===== config.mk =====
export PLATFORM = sky130hd
export DESIGN_NAME = enigma_block_sequencer
export DESIGN_NICKNAME = d
export VERILOG_FILES = /design/src/rtl/enigma_block_sequencer.sv
export SDC_FILE = /design/constraint.sdc
export NUM_CORES = 1
export LEC_CHECK = 0
export BUFFER_PORTS_ARGS = -buffer_cell sky130_fd_sc_hd__buf_2
export CAP_MARGIN = 20
export CORE_MARGIN = 2
export CORE_UTILIZATION = 52
export DETAILED_ROUTE_END_ITERATION = 6
export PLACE_DENSITY = 0.9
export SYNTH_ARGS = -nofsm -noshare
export SYNTH_HDL_FRONTEND = slang
export SYNTH_SLANG_ARGS = --single-unit

===== constraint.sdc =====
create_clock -name clk -period 2.8 [get_ports clk]
set_clock_uncertainty 0.15 [all_clocks]
set_input_delay 0.7 -clock clk [delete_from_list [all_inputs] [get_ports clk]]
set_output_delay 0.7 -clock clk [all_outputs]
set_load 0.01 [all_outputs]

===== src/rtl/enigma_block_sequencer.sv =====
`default_nettype none
// ============================================================================
// Module   : enigma_block_sequencer
// Purpose  : Packs a byte stream into 16-byte blocks for the Enigma core,
//            holds the block while the core settles, then streams the result.
// Revision : 1.0  initial release
// ============================================================================
module enigma_block_sequencer #(
  parameter int CORE_LAT = 1,
  parameter bit STEP_EN  = 1'b1
) (
  input  logic         clk,
  input  logic         rst,
  input  logic         cfg_load,
  input  logic         cfg_mode,
  input  logic [7:0]   cfg_key,
  input  logic         in_valid,
  input  logic [7:0]   in_data,
  input  logic         in_last,
  output logic         in_ready,
  output logic         out_valid,
  output logic [7:0]   out_data,
  input  logic         out_ready,
  output logic [127:0] core_a,
  output logic         core_mode,
  output logic [7:0]   core_s,
  input  logic [127:0] core_w,
  output logic         busy,
  output logic [15:0]  blk_cnt
);

  localparam int LAT_W = (CORE_LAT > 1) ? $clog2(CORE_LAT) : 1;
  localparam logic [LAT_W-1:0] c_lat_last = LAT_W'(CORE_LAT - 1);

  typedef enum logic [1:0] {
    ST_FILL  = 2'd0,
    ST_EVAL  = 2'd1,
    ST_DRAIN = 2'd2
  } state_t;

  state_t             r_state;
  state_t             w_state_nxt;
  logic [3:0]         r_idx;
  logic [LAT_W-1:0]   r_lat;
  logic [127:0]       r_core_a;
  logic [127:0]       r_buf;
  logic               r_mode;
  logic [7:0]         r_s;
  logic [15:0]        r_blk;

  logic w_accept;
  logic w_cfg;
  logic w_out_hs;
  logic w_fill_done;
  logic w_eval_done;
  logic w_drain_done;

  assign in_ready     = (r_state == ST_FILL) & ~cfg_load;
  assign w_accept     = in_valid & in_ready;
  assign w_cfg        = cfg_load & (r_state == ST_FILL) & (r_idx == 4'd0);
  assign out_valid    = (r_state == ST_DRAIN);
  assign out_data     = out_valid ? r_buf[{r_idx, 3'b000} +: 8] : 8'h00;
  assign w_out_hs     = out_valid & out_ready;
  assign w_fill_done  = w_accept & ((r_idx == 4'd15) | in_last);
  assign w_eval_done  = (r_state == ST_EVAL) & (r_lat == c_lat_last);
  assign w_drain_done = w_out_hs & (r_idx == 4'd15);

  assign core_a    = r_core_a;
  assign core_mode = r_mode;
  assign core_s    = r_s;
  assign busy      = (r_state != ST_FILL);
  assign blk_cnt   = r_blk;

  always_ff @(posedge clk) begin
    if (rst) r_state <= ST_FILL;
    else     r_state <= w_state_nxt;
  end

  always_comb begin
    w_state_nxt = r_state;
    unique case (r_state)
      ST_FILL:  if (w_fill_done)  w_state_nxt = ST_EVAL;
      ST_EVAL:  if (w_eval_done)  w_state_nxt = ST_DRAIN;
      ST_DRAIN: if (w_drain_done) w_state_nxt = ST_FILL;
      default:                    w_state_nxt = ST_FILL;
    endcase
  end

  always_ff @(posedge clk) begin
    if (rst) begin
      r_idx    <= 4'd0;
      r_lat    <= '0;
      r_core_a <= '0;
      r_buf    <= '0;
      r_mode   <= 1'b0;
      r_s      <= 8'h00;
      r_blk    <= 16'd0;
    end else begin
      unique case (r_state)
        ST_FILL: begin
          r_lat <= '0;
          if (w_cfg) begin
            r_mode <= cfg_mode;
            r_s    <= cfg_key;
          end
          if (w_accept) begin
            // A short final byte zero-pads the remainder of the block in the same cycle
            for (int k = 0; k < 16; k++) begin
              if (4'(k) == r_idx)
                r_core_a[8*k +: 8] <= in_data;
              else if ((4'(k) > r_idx) && in_last)
                r_core_a[8*k +: 8] <= 8'h00;
            end
            r_idx <= w_fill_done ? 4'd0 : r_idx + 4'd1;
          end
        end
        ST_EVAL: begin
          r_lat <= r_lat + LAT_W'(1);
          if (w_eval_done) r_buf <= core_w;
        end
        ST_DRAIN: begin
          if (w_out_hs) begin
            if (r_idx == 4'd15) begin
              r_idx    <= 4'd0;
              r_blk    <= r_blk + 16'd1;
              r_core_a <= '0;
              if (STEP_EN) r_s <= r_s + 8'd1;
            end else begin
              r_idx <= r_idx + 4'd1;
            end
          end
        end
        default: ;
      endcase
    end
  end

endmodule
`default_nettype wire


# Word-level counts from Yosys, hierarchy flattened
# Index checks and enable logic that the tools add are counted.
# totals
register_bits	288
out_inout_bits	164
word_cells	190
# op_classes
addsub	4
magnitude_cmp	16
n_eq_ne	41
shift	1
mux	51
n_bitwise	11
n_reduce_logical	43
# ops
operator	n
two-way mux 128 bit	3
two-way mux 8 bit	36
case mux 128 bit (2 select lines)	1
indexed part select 128 x 8 -> 8 bit	1
AND reduction 5 bit	16
!= test 3 x 1 -> 1 bit, second input constant	16
equality test 4 bit, first input constant	8
> comparator 4 bit, first input constant	8
adder 16 x 1 -> 16 bit, second input constant	1
equality test 3 x 4 -> 1 bit, first input constant	4
> comparator 3 x 4 -> 1 bit, first input constant	4
logical AND 1 bit	16
two-way mux 4 bit	4
case mux 8 bit (2 select lines)	1
AND reduction 3 bit	3
adder 8 x 1 -> 8 bit, second input constant	1
AND 1 bit	8
equality test 2 x 4 -> 1 bit, first input constant	2
> comparator 1 x 4 -> 1 bit, first input constant	2
> comparator 2 x 4 -> 1 bit, first input constant	2
!= test 2 bit, second input constant	4
case mux 4 bit (2 select lines)	1
two-way mux 2 bit	3
!= test 2 x 1 -> 1 bit, second input constant	3
other kinds (15)	19

# Longest topological paths before layout
# Gate-level depths: netlist of the first run.
# logic_depth
word_depth	7
depth_mapped	9

# Least setup slack after synthesis of the first run
# Ideal clock, no wire load.
# synth_timing
kind	register to output
start	register r_idx[0]
end	output out_data[6]
t_arrival_ns	1.737
t_required_ns	1.950
path_slack_ns	0.213
stages_incl_launch_ff	5
path_cell_list	dfxtp_1 -> buf_4 -> buf_2 -> mux4_2 -> a221o_1
# synth_via
elab_chain_cells	2
# synth_lines
item	line_no	source
from (decl)	43	logic [3:0] r_idx;
from (signal assigned)	114	r_idx <= w_fill_done ? 4'd0 : r_idx + 4'd1;
from (signal assigned)	129	r_idx <= r_idx + 4'd1;
indexed part select 128 x 8 -> 8 bit	62	assign out_data = out_valid ? r_buf[{r_idx, 3'b000} +: 8] : 8'h00;
two-way mux 8 bit	62	
to (decl)	22	output logic [7:0] out_data,
# Every way passes these cells.

# Final worst setup path of the first run
# layout_timing
start	register r_idx[0]
end	output out_data[3]
# The elaborated chain is that of the path after synthesis.

==> reports/qor.yml, run 1 <==
placement:
  dp_slack_ns: 0.0655
  dp_hpwl_um: 24500
  dp.cells: 1777
  post_dp_cell_area_sq_um: 13400
  portBuffers: 314
  gp_congestion: 0.870
critical_path:
  crit_path_start_kind: "register"
  path_max_fanout: 6
  crit_path_end_kind: "output pin"
  cp.required_ns: 1.95
  crit_arrival_ns: 2.21
  regToRegSetupSlack_ns: 0.10
  worst-setup-path-type: "reg2out"
grt:
  grt_max_degree: 92
  grt_antenna_before_repair: 1
  grt_use_total_pct: 28.3
  grt_pass1_wl_um: 54200
  grt_pass1_vias: 10200
  overflow: 0
yosys:
  synth.area.top_cells: "dfxtp_1, nand2_1, a21oi_1, mux4_2, a22o_1"
  synth_top_area_share_pct: 49.8
  yosys_warnings: 0
  synthCells: 1250
  synth_top_cell_by_area: "dfxtp_1"
  synth_cell_types: 64
  synth_flop_cell: "dfxtp_1"
  synth.net_count: 1406
  yosysSeqAreaShare_pct: 49.8
  syn_area_sq_um: 11600
  synth_area_per_cell_sq_um: 9.26
  synth_seq_cells: 288
  async_reset_ff_share_pct: 0
  synth_edf_count: 0
cells_and_area:
  finalNetCount: 1687
  fill_cells: 1643
  stdcell_count: 1831
  final_cell_area_sq_um: 14500
  mostFrequentLayoutCells: "buf_2, nand2_1, dfxtp_1"
  drive_above_1_share_pct: 29.4
  post-route-util_pct: 66.5
  final_common_cell: "buf_2"
  n_antenna_cell: 0
  area_growth_pct: 25.3
floorplanning:
  initial_core_util_pct: 53.1
  die_y_um: 153
  row_count: 54
  chipWidth_um: 153
  core_sq_um: 21800
  design.die.area_sq_um: 23500
  io_pins: 315
route:
  routedWlPerCell_um: 19.2
  wl_um: 35100
  first_pass_iters: 6
  ant_nets: 0
  vias: 10900
  viasPerCell: 5.94
  drc: 0
  drt_iter0_markers: 823
cts:
  cts_buffers: 28
  clock_path_buffers: 3
  numClockSinks: 288
  htree_levels: 1
  cts_tree: "built"
  clk_pin_slew_worst_paths_ns: 0.06
  clock_latency_ns: 0.55
  cts_root_buffer: "clkbuf_16"
  cts_hold_buf: 0
timing:
  max_freq_mhz: 327
  worst_hold_slack_ns: 0.233
  fin_ws_ns: -0.262
  grt_setup_unrepaired: "true"
  hold_viol_final: 0
  max-slew-margin-rel_pct: 37.3
  fin_crit_sh_pct: 109
  period_needed_ns: 3.06
  slew_viol_final: 0
  setup_viol: 8
  worstMarginPinSlew_ns: 0.939
run_status:
  failed_checks: "negative setup slack"
  outcome: "finished with violations"
power_and_ir_drop:
  leakagePower_nw: 5.92
  peakVddDrop_mv: 0.356
  powerDensity_nw_per_um2: 595
job:
  cap_viol_max_count: 0
hold_path:
  min_path_type: "in2reg"
==> cell usage after synthesis, types with 5 or more instances <==
cell type / number
ha_1: 5
o21ai_0: 16
buf_2: 13
nor3_1: 7
buf_1: 19
a21oi_1: 167
a22o_1: 81
a32o_1: 17
nor2_1: 28
nor2b_1: 5
or3_1: 6
nand2_1: 303
mux2i_1: 19
inv_1: 15
and3_1: 7
o32ai_1: 12
and2_1: 17
mux4_2: 32
xnor2_1: 5
buf_4: 5
clkbuf_1: 63
o22ai_1: 7
o2bb2ai_1: 20
o31ai_1: 5
nand4_1: 5
nand3_1: 16
nand2b_1: 5
dfxtp_1: 288
==> critical path, cell delays in order (launching register included) <==
cell	delay (ns)
dfxtp_4	0.43
buf_8	0.14
buf_12	0.10
mux4_2	0.51
mux2i_1	0.18
o22ai_1	0.13
buf_2	0.17
==> power breakdown <==
part,switching [mW],internal [mW]
Clock,1.60,2.21
Combinational,0.369,0.246
Sequential,0.0459,4.16
Total,2.02,6.61
==> per-stage QoR <==
step           TNS, ns  power, mW
2_1_floorplan        0       4.62
3_3_place_gp         0       4.87
3_5_place_dp         0       4.88
4_1_cts          -2.32       8.67
5_1_grt          -2.53       8.90
6_report         -1.97       8.63
==> registers in the layout, indices dropped and copies added, names as in the netlist <==
signal and flops:
blk_cnt 16, core_s 8, r_buf 128, core_a 128, core_mode 1, r_lat 1
r_idx 4, r_state 2
==> final cells by class <==
class                   instances  area (sq um)  share of cell area, %
clock buffers                  38           768                   5.29
multi-input cells             845          5420                   37.3
repair buffers                352          1980                   13.6
flip-flops and latches        288          5780                   39.8
well taps                     280           350                   2.41
clock inverters                12           161                   1.11
inverters                      16          60.1                  0.414
==> path summary, 6_finish.rpt <==
check	start	endpoint	cells after the start
max	r_idx[0]$_SDFFE_PP0P_	out_data[3]	6
min reg2reg	r_buf[83]$_SDFFE_PP0P_	r_buf[83]$_SDFFE_PP0P_	2
max reg2reg	r_idx[1]$_SDFFE_PP0P_	core_a[50]$_SDFFE_PP0P_	8
min	core_w[88]	r_buf[88]$_SDFFE_PP0P_	3
==> what timing repair did <==
item                                    4_1_cts  5_1_grt
buffers inserted                              3        0
gates resized for setup                      18        8
endpoints found under the setup margin       10        9
pin swaps                                     0        2
gates cloned                                  1        0
==> metal layers <==
layer / vias up / track usage [%] / wire, um
met5: - / 0 / 16
met4: 2 / 11.7 / 1340
met3: 105 / 4.03 / 2910
met2: 616 / 48.7 / 17200
met1: 5114 / 35.8 / 13700
li1: 5044 / - / -
==> cell families (layout without fill, tap and decap cells) <==
| logic type | Yosys count | in the layout | synth area share [%] |
|---|---|---|---|
| multiplexers | 52 | 52 | 7.96 |
| flip-flops | 288 | 288 | 49.8 |
| buffers and inverters | 117 | 418 | 4.16 |
| AND/OR/NAND/NOR | 429 | 429 | 16.3 |
| XOR/XNOR | 6 | 6 | 0.454 |
| adder cells (fa/ha/maj) | 5 | 5 | 0.540 |
| AO/OA/AOI/OAI | 353 | 353 | 20.8 |
Power figures use the tool's default switching activity.
==> run 2: changes to the inputs <==
Settings changed: SETUP_SLACK_MARGIN set to 0.4.
==> run 2 against run 1 <==
Compared with the run above:
- the run still ends with negative setup slack left
- core utilization up 1.6 points
- final area grew 2.5%
- largest cell class unchanged
- sequential power is essentially flat
- largest power group unchanged
- first-iteration DRC count is 12% higher
- critical path depth down 1
- non-clock buffer count up 13
- critical path type unchanged
- worst setup slack worse by 0.043 ns
==> reports/qor.yml, run 2 (synthesized netlist as in run 1, its figures left out) <==
run_status:
  outcome: "finished with violations"  # unchanged
  failed_checks: "negative setup slack"  # unchanged
floorplanning:
  io_pins: 315  # unchanged
  row_count: 54  # unchanged
  initial_core_util_pct: 53.1  # unchanged
  die_y_um: 153  # unchanged
  core_sq_um: 21800  # unchanged
  chipWidth_um: 153  # unchanged
  design.die.area_sq_um: 23500  # unchanged
cts:
  clk_pin_slew_worst_paths_ns: 0.06  # about the same
  clock_latency_ns: 0.54  # was 0.55 ns
  htree_levels: 1  # unchanged
  cts_buffers: 29  # was 28
  numClockSinks: 288  # unchanged
  clock_path_buffers: 3  # unchanged
  cts_hold_buf: 0  # unchanged
  cts_root_buffer: "clkbuf_16"  # unchanged
  cts_tree: "built"  # unchanged
timing:
  fin_ws_ns: -0.306  # was -0.262 ns
  setup_viol: 8  # unchanged
  worstMarginPinSlew_ns: 0.784  # was 0.939 ns
  fin_crit_sh_pct: 111  # was 109%
  slew_viol_final: 0  # unchanged
  worst_hold_slack_ns: 0.246  # was 0.233 ns
  fin_setup_tns_ns: -2.17  # was -1.97 ns
  hold_viol_final: 0  # unchanged
  grt_setup_unrepaired: "true"  # unchanged
  max-slew-margin-rel_pct: 47.8  # was 37.3%
  period_needed_ns: 3.11  # was 3.06 ns
  max_freq_mhz: 322  # was 327 MHz
cells_and_area:
  area_growth_pct: 28.4  # was 25.3%
  post-route-util_pct: 68.1  # was 66.5%
  final_common_cell: "buf_2"  # unchanged
  drive_above_1_share_pct: 31.3  # was 29.4%
  final_cell_area_sq_um: 14900  # was 14500 sq um
  finalNetCount: 1701  # was 1687
  mostFrequentLayoutCells: "buf_2, nand2_1, dfxtp_1"  # unchanged
placement:
  dp_hpwl_um: 25300  # was 24500 um
  gp_congestion: 0.871  # was 0.870
  portBuffers: 314  # unchanged
  post_dp_cell_area_sq_um: 13400  # about the same
  dp_slack_ns: 0.119  # was 0.0655 ns
hold_path:
  min_path_type: "in2reg"  # unchanged
route:
  viasPerCell: 5.94  # about the same
  ant_nets: 0  # unchanged
  wl_um: 36200  # was 35100 um
  vias: 11000  # was 10900
  drt_iter0_markers: 919  # was 823
  drc: 0  # unchanged
  first_pass_iters: 6  # unchanged
  routedWlPerCell_um: 19.6  # was 19.2 um
critical_path:
  path_max_fanout: 7  # was 6
  worst-setup-path-type: "reg2out"  # unchanged
  crit_path_end_kind: "output pin"  # unchanged
  cp.required_ns: 1.95  # about the same
  crit_path_start_kind: "register"  # unchanged
  crit_arrival_ns: 2.26  # was 2.21 ns
power_and_ir_drop:
  leakagePower_nw: 6.07  # was 5.92 nW
  powerDensity_nw_per_um2: 607  # was 595 nW/um^2
  peakVddDrop_mv: 0.437  # was 0.356 mV
job:
  cap_viol_max_count: 0  # unchanged
grt:
  grt_antenna_before_repair: 1  # unchanged
  overflow: 0  # unchanged
  grt_max_degree: 111  # was 92
  grt_pass1_wl_um: 55800  # was 54200 um
  grt_use_total_pct: 29.3  # was 28.3%
  grt_pass1_vias: 10300  # was 10200
[run 2: cell count changes in the layout (fill, tap and decap cells not counted), sizes merged]
cell,delta
clkinvlp,+3
diode,+1
clkbuf,-2
bufinv,+2
buf,+13
[run 2: per-stage QoR]
step,power [mW],std cells
global route,9.27,1848
global placement,4.87,1774
floorplan,4.62,1250
detailed placement,4.89,1774
finish,9.03,1848
CTS,9.02,1835
[run 2: area by class of cell]
cell class              instances  area [sq um]
diodes                          1          2.50
clock buffers                  36           802
clock inverters                17           233
fillers                      1644          6950
inverters                      16          63.8
multi-input cells             845          5510
flip-flops and latches        288          5780
well taps                     280           350
repair buffers                365          2130
[run 2: worst paths after layout]
kind,slack (ns),depth (start not counted),endpoint,from
hold / removal,0.25,3,r_buf[21]$_SDFFE_PP0P_,core_w[21]
setup reg to reg,0.32,6,core_a[11]$_SDFFE_PP0P_,r_idx[2]$_SDFFE_PP0P_
setup / recovery,-0.31,5,out_data[6],r_idx[0]$_SDFFE_PP0P_
hold reg to reg,0.31,2,r_buf[71]$_SDFFE_PP0P_,r_buf[71]$_SDFFE_PP0P_
[run 2: worst max-delay path: stages, from the launching register on]
cell     delay [ns]
dfxtp_4        0.42
mux4_2         0.54
nor2b_2        0.14
nor2_1         0.05
a221o_1        0.39
buf_2          0.17
[run 2: metal layers]
metal | up-vias | part of all wire (%) | GRT usage (%)
met3 | 84 | 8.1 | 4.05
met5 | - | 0 | 0
met4 | 0 | 2.9 | 8.82
met2 | 615 | 50 | 52.3
met1 | 5217 | 39 | 36.9
li1 | 5063 | - | -
[run 2: timing repair]
| item | in CTS | in global routing |
|---|---|---|
| gates resized for setup | 40 | 12 |
| buffers inserted | 5 | 12 |
| setup endpoints to repair | 113 | 121 |
| pin swaps | 1 | 6 |
| gates cloned | 3 | 0 |
[run 2: where the power goes]
group | leakage (nW) | internal (mW) | switching, mW
logic | 3.23 | 0.268 | 0.392
clock network | 0.509 | 2.50 | 1.67
registers | 2.33 | 4.16 | 0.0465
